<file path="config.mk">
export PLATFORM = sky130hd
export DESIGN_NAME = jbc_translator
export DESIGN_NICKNAME = d
export VERILOG_FILES = /design/src/rtl/jbc_translator.sv
export SDC_FILE = /design/constraint.sdc
export NUM_CORES = 1
export LEC_CHECK = 0
export BUFFER_PORTS_ARGS = -buffer_cell sky130_fd_sc_hd__buf_2
export CAP_MARGIN = 15
export CORE_MARGIN = 1.5
export CORE_UTILIZATION = 47
export DETAILED_ROUTE_END_ITERATION = 10
export PLACE_DENSITY = 0.71
export SLEW_MARGIN = 20
export SYNTH_ARGS = -nofsm -noshare
export SYNTH_HDL_FRONTEND = slang
export SYNTH_SLANG_ARGS = --single-unit
export TNS_END_PERCENT = 50
</file>
<file path="constraint.sdc">
create_clock -name clk -period 2.3 [get_ports clk]
set_input_delay 0.46 -clock clk [delete_from_list [all_inputs] [get_ports clk]]
set_output_delay 0.46 -clock clk [all_outputs]
set_load 0.01 [all_outputs]
</file>
<file path="src/rtl/jbc_translator.sv">
// Translates one Java bytecode into 1..MAX_UOPS micro-op words streamed out over valid/ready.
// Optional feature: define JBC_TRAP_EN to emit a trap word for unknown opcodes.
module jbc_translator #(
  parameter int                BYTE      = 8,
  parameter int                IN_W      = 16,
  parameter int                OUT_W     = 32,
  parameter int                ADDR_W    = 16,
  parameter int                MAX_UOPS  = 4,
  parameter logic [ADDR_W-1:0] BASE_ADDR = '0
) (
  input  logic              clk,
  input  logic              reset,
  input  logic              start,
  output logic              ready,
  input  logic [IN_W-1:0]   instr_in,
  output logic              out_valid,
  input  logic              out_ready,
  output logic [OUT_W-1:0]  out_data,
  output logic [ADDR_W-1:0] out_addr,
  output logic              done,
  output logic              illegal,
  output logic [1:0]        dbg_state
);

  // Handshake: a word moves on any rising edge where out_valid & out_ready are both 1;
  // while out_valid=1 and out_ready=0, out_data/out_addr hold their values.
  typedef enum logic [1:0] {S_IDLE, S_LOOKUP, S_EMIT, S_DONE} state_t;

  state_t              r_state;
  logic [IN_W-1:0]     r_instr;
  logic [3:0]          r_n;
  logic [3:0]          r_k;
  logic                r_trap;
  logic                r_ready;
  logic                r_valid;
  logic [OUT_W-1:0]    r_data;
  logic [ADDR_W-1:0]   r_addr;
  logic                r_done;
  logic                r_illegal;

  logic [BYTE-1:0]     w_op;
  logic [BYTE-1:0]     w_operand;
  logic [3:0]          w_cnt;
  logic [3:0]          w_n;
  logic                w_xfer;

  function automatic logic [3:0] f_table(input logic [7:0] op);
    case (op)
      8'h03, 8'h04, 8'h05, 8'h06, 8'h07, 8'h08, 8'h09, 8'h0A,
      8'h26, 8'h27, 8'h28, 8'h29:                                     f_table = 4'd1;
      8'h60, 8'h7E, 8'h80, 8'h70, 8'h78, 8'h85, 8'h86, 8'h87,
      8'h91, 8'h92, 8'h93, 8'h88, 8'h89, 8'h8A:                       f_table = 4'd2;
      8'h61, 8'h7F, 8'h94, 8'h6B, 8'h6F, 8'h73, 8'h77:                f_table = 4'd3;
      8'h18, 8'h2E, 8'h2F, 8'h4F, 8'h50, 8'hAC, 8'hAF:                f_table = 4'd4;
      default:                                                        f_table = 4'd0;
    endcase
  endfunction

  function automatic logic [OUT_W-1:0] f_word(input logic [BYTE-1:0] op,
                                              input logic [BYTE-1:0] opnd,
                                              input logic [3:0] k, input logic [3:0] n);
    logic [OUT_W-1:0] w;
    w = '0;
    w[OUT_W-1 -: BYTE]      = op;
    w[OUT_W-BYTE-1 -: BYTE] = opnd;
    w[2*BYTE-1:BYTE]        = BYTE'(k);
    w[BYTE-1:0]             = BYTE'(n);
    return w;
  endfunction

  assign w_op      = r_instr[IN_W-1 -: BYTE];
  assign w_operand = r_instr[BYTE-1:0];
  assign w_cnt     = f_table(8'(w_op));
  assign w_n       = (w_cnt > 4'(MAX_UOPS)) ? 4'(MAX_UOPS) : w_cnt;
  assign w_xfer    = r_valid & out_ready;

  always_ff @(posedge clk or negedge reset) begin
    if (!reset) begin
      r_state   <= S_IDLE;
      r_instr   <= '0;
      r_n       <= '0;
      r_k       <= '0;
      r_trap    <= 1'b0;
      r_ready   <= 1'b1;
      r_valid   <= 1'b0;
      r_data    <= '0;
      r_addr    <= BASE_ADDR;
      r_done    <= 1'b0;
      r_illegal <= 1'b0;
    end else begin
      r_done    <= 1'b0;
      r_illegal <= 1'b0;
      case (r_state)
        S_IDLE: begin
          if (start) begin
            r_instr <= instr_in;
            r_ready <= 1'b0;
            r_state <= S_LOOKUP;
          end
        end
        S_LOOKUP: begin
          r_k <= '0;
          if (w_n == 4'd0) begin
`ifdef JBC_TRAP_EN
            r_n     <= 4'd1;
            r_trap  <= 1'b1;
            r_data  <= f_word({BYTE{1'b1}}, w_op, 4'd0, 4'd1);
            r_valid <= 1'b1;
            r_state <= S_EMIT;
`else
            r_n       <= '0;
            r_trap    <= 1'b0;
            r_done    <= 1'b1;
            r_illegal <= 1'b1;
            r_state   <= S_DONE;
`endif
          end else begin
            r_n     <= w_n;
            r_trap  <= 1'b0;
            r_data  <= f_word(w_op, w_operand, 4'd0, w_n);
            r_valid <= 1'b1;
            r_state <= S_EMIT;
          end
        end
        S_EMIT: begin
          if (w_xfer) begin
            r_addr <= r_addr + 1'b1;
            if (r_k == r_n - 4'd1) begin
              r_valid   <= 1'b0;
              r_done    <= 1'b1;
              r_illegal <= r_trap;
              r_state   <= S_DONE;
            end else begin
              r_k    <= r_k + 4'd1;
              r_data <= f_word(w_op, w_operand, r_k + 4'd1, r_n);
            end
          end
        end
        default: begin
          r_ready <= 1'b1;
          r_state <= S_IDLE;
        end
      endcase
    end
  end

  assign ready     = r_ready;
  assign out_valid = r_valid;
  assign out_data  = r_data;
  assign out_addr  = r_addr;
  assign done      = r_done;
  assign illegal   = r_illegal;
  assign dbg_state = r_state;

endmodule
</file>
==> summary.txt <==
CTS
  • Clock sinks: around 70
  • Clock buffer count from CTS: 9
  • H-Tree Depth: 3
  • CTS Buffer Depth: 2
  • Skew-Pair Late Insertion Delay: 0.34 ns
  • Clk pin slew, worst setup/hold paths: approximately 0.070 ns
  • TritonCTS clock tree: done
  • Root buffer cell: clkbuf_8
  • CTS hold repair buffers: 0

STA
  • Max Freq: roughly 430 MHz
  • Worst slew pin tran: ~0.55 ns
  • Setup Viol. Count Final: 7
  • Final Skew: ~0.0070 ns
  • Final hold vios: 0
  • Tcrit/Tclk final: 101%
  • Min Tclk post-route: between 2 and 2.5 ns
  • TNS Setup: -0.0769 ns
  • Min setup slack post-route: -0.0299 ns
  • RSZ-0062 raised after global routing: yes
  • Slew margin rel.: between 60 and 70%
  • Fin. max-slew vios: 0

Die
  • Total die area: about 8000 sq um
  • Starting Density: about half
  • Cell Rows: 31
  • IO Count: 74
  • Die Ht: approximately 90 microns
  • Core Region: just over 7000 sq um
  • Die width: around 90 microns

Drt
  • Via density: 5.21
  • Wire length per cell: between 10 and 15 microns
  • DRT iter0 DRCs: around 140
  • Detail Route Antenna Nets: 0
  • DRC: 0
  • Final WL: around 7000 microns
  • DR pass1 iterations: 4
  • Routed via count: between 2000 and 3000

Placed design
  • Placed Instances: ~460
  • Gpl congestion: roughly 0.83
  • Hpwl dp: 4870 microns
  • I/O Buffers: 64

Layout
  • Share of cells above drive strength 1: roughly 46%
  • Most common cell after layout, fill and taps aside: buf_2
  • Most frequent cells in the layout: buf_2, dfrtp_1, buf_4
  • N_diodes: 0
  • Final Net Count: 406
  • Area delta synth->final: 22.1%
  • Util after Layout: between 50% and 60%
  • Final Non-Filler Cells: ~480

Yosys
  • Simple-gate share of the synthesized area: about an eighth
  • Synth Flop Type: dfrtp_1
  • Ys async rst share: between 90% and 100%
  • Synth area leader: dfrtp_1
  • Yosys cell types: 58
  • Synth Area in XOR/XNOR: 5.23%
  • Mapped cell area: roughly 3500 sq um
  • Post-synth EDFFs: 0
  • Compound-Gate Fraction of Synth Area: a little under a tenth
  • Average cell area after synthesis: around 12 sq um
  • Synth warnings: 0
  • Post-synthesis register bit count: 68
  • Post-synth top area share: about 48%
  • Gate Count Post-Synth: a little under 300
  • Seq/Total Area, Yosys: 48.4%
  • Synth Area in Adders: under 10%
  • Synth area leaders: dfrtp_1, mux2_4, mux2_2
  • Mux share of post-synthesis cell area: roughly 16%
  • Largest family of logic cells by synthesized area: multiplexers

Critical path
  • Reg2reg end: out_data[31]$_DFFE_PN0P_
  • CP peak stage delay: 0.43 ns
  • CP max FO: 13
  • Slowest CP cell: dfrtp_1
  • Reg2reg start: r_instr[9]$_DFFE_PN0P_
  • Reg-to-reg setup timing slack: -0.03 ns
  • Worst setup EP type: flip-flop
  • Crit Path Class: reg2reg
  • FF-to-FF path depth: 8
  • CP required: around 2.5 ns
  • Worst EP arrival: between 2 and 3 ns
  • Cells along the critical path: buf_4 > nor2_1 > nand3_1 > o311ai_4 > nor4_4 > a21oi_4 > buf_12 > mux2_2
  • Worst setup SP type: flip-flop
  • Worst Setup SP: r_instr[9]$_DFFE_PN0P_

Flow run
  • Max_cap viols: 0

Global routing
  • Initial antenna violation count: 0
  • Largest net degree at the start of global routing: 45
  • GR Util met2: 30.3%
  • Total gr overflow: 0
  • Vias in the first global route: approximately 2400
  • Most Crowded Layer GR: met2
  • First-pass GRT wire length: about 11000 microns
  • GR Layer Usage met3: under 10%
  • Overall global routing resource usage: 18.8%
  • Met1 usage in global routing: about a quarter

Power
  • Power Density: about 1500 nW/um^2
  • VDD IR max: ~0.00080 V
  • Leak pwr: a little over 2 nW

Status
  • Violated checks: negative setup slack
  • Status: finished, violations left

Worst hold path
  • Hold WC Path Type: in2async
critical path: cells and delay by family, from the launching register on:
kind / cells / cell delay (ns)
AOI/OAI and AO/OA: 2 / 0.56
and+or+nand+nor: 3 / 0.49
DFF: 1 / 0.43
buffers and inverters: 2 / 0.38
muxes: 1 / 0.33
stage by stage:
stage / total power, mW / area [sq um] / hold slack (ns) / setup slack [ns]
after floorplan: 4.59 / 3550 / 0.164 / 0.0916
after global placement: 5.36 / 3990 / 0.458 / 0.0288
after detailed placement: 5.45 / 3990 / 0.458 / -0.0302
after CTS: 6.46 / 4200 / 0.117 / 0.00650
after global routing: 7.04 / 4290 / 0.129 / -0.0819
final: 6.61 / 4290 / 0.112 / -0.0299
kinds of logic (layout without fill, tap and decap cells):
logic type | count (synthesis) | in the layout
AOI/OAI and AO/OA | 42 | 42
DFF | 68 | 68
muxes | 43 | 43
buffers and inverters | 29 | 114
xor gates and xnor gates | 21 | 21
adders and majority gates | 7 | 7
other | 1 | 9
and+or+nand+nor | 78 | 78
per-layer routing:
| layer | wire, microns | vias to the layer above |
|---|---|---|
| li1 | - | 1190 |
| met1 | 3250 | 1216 |
| met2 | 3310 | 88 |
| met3 | 378 | 13 |
| met4 | 93 | 0 |
| met5 | 0 | - |
flip-flops by register name (all words and copies together), names as in the netlist, 2 cells and up:
signal	cells
out_addr	16
r_k	4
r_n	3
out_data	23
r_instr	16
dbg_state	2
cell usage after synthesis, types with 3 or more instances:
cell / number
and3_1: 3
nor2_1: 16
mux2_4: 20
a22o_1: 3
a21oi_1: 9
nand4_1: 6
o21a_1: 3
xor2_1: 6
dfrtp_1: 67
nand2b_1: 3
nand2_1: 14
o21ai_0: 10
nand3_1: 9
ha_1: 7
buf_2: 4
nor4_1: 3
buf_6: 3
or2_2: 3
buf_4: 10
mux2_2: 22
xnor2_1: 15
inv_1: 8
nor3_1: 4
what timing repair did:
item | in CTS | in global routing
resized for setup | 5 | 14
buffers inserted | 0 | 8
pin swaps | 0 | 5
setup endpoints to repair | 10 | 27
hold endpoints to repair | 0 | 0
cell type report:
type	count	area (sq um)
Fill cell	604	2960
Inverter	8	30.0
Sequential cell	68	1710
Clock buffer	12	155
Tap cell	99	124
Timing Repair Buffer	92	553
Multi-Input combinational cell	200	1690
Clock inverter	2	35.0
where the power goes:
part           total, mW  switching (mW)  internal (mW)
combinational       3.48            1.56           1.92
clock              0.966           0.419          0.547
sequential          2.16           0.454           1.70
total               6.61            2.43           4.17
how the worst max path moves through the flow:
stage,end,slack [ns],depth (start not counted)
2_1_floorplan,out_data[10]$_DFFE_PN0P_,0.09,8
3_3_place_gp,out_data[31]$_DFFE_PN0P_,0.03,6
3_5_place_dp,dbg_state[0]$_DFFE_PN0P_,-0.03,8
4_1_cts,done$_DFF_PN0_,0.007,7
5_1_grt,out_data[31]$_DFFE_PN0P_,-0.08,8
6_report,out_data[31]$_DFFE_PN0P_,-0.03,8
No activity file was read; power rests on OpenSTA's default activity.
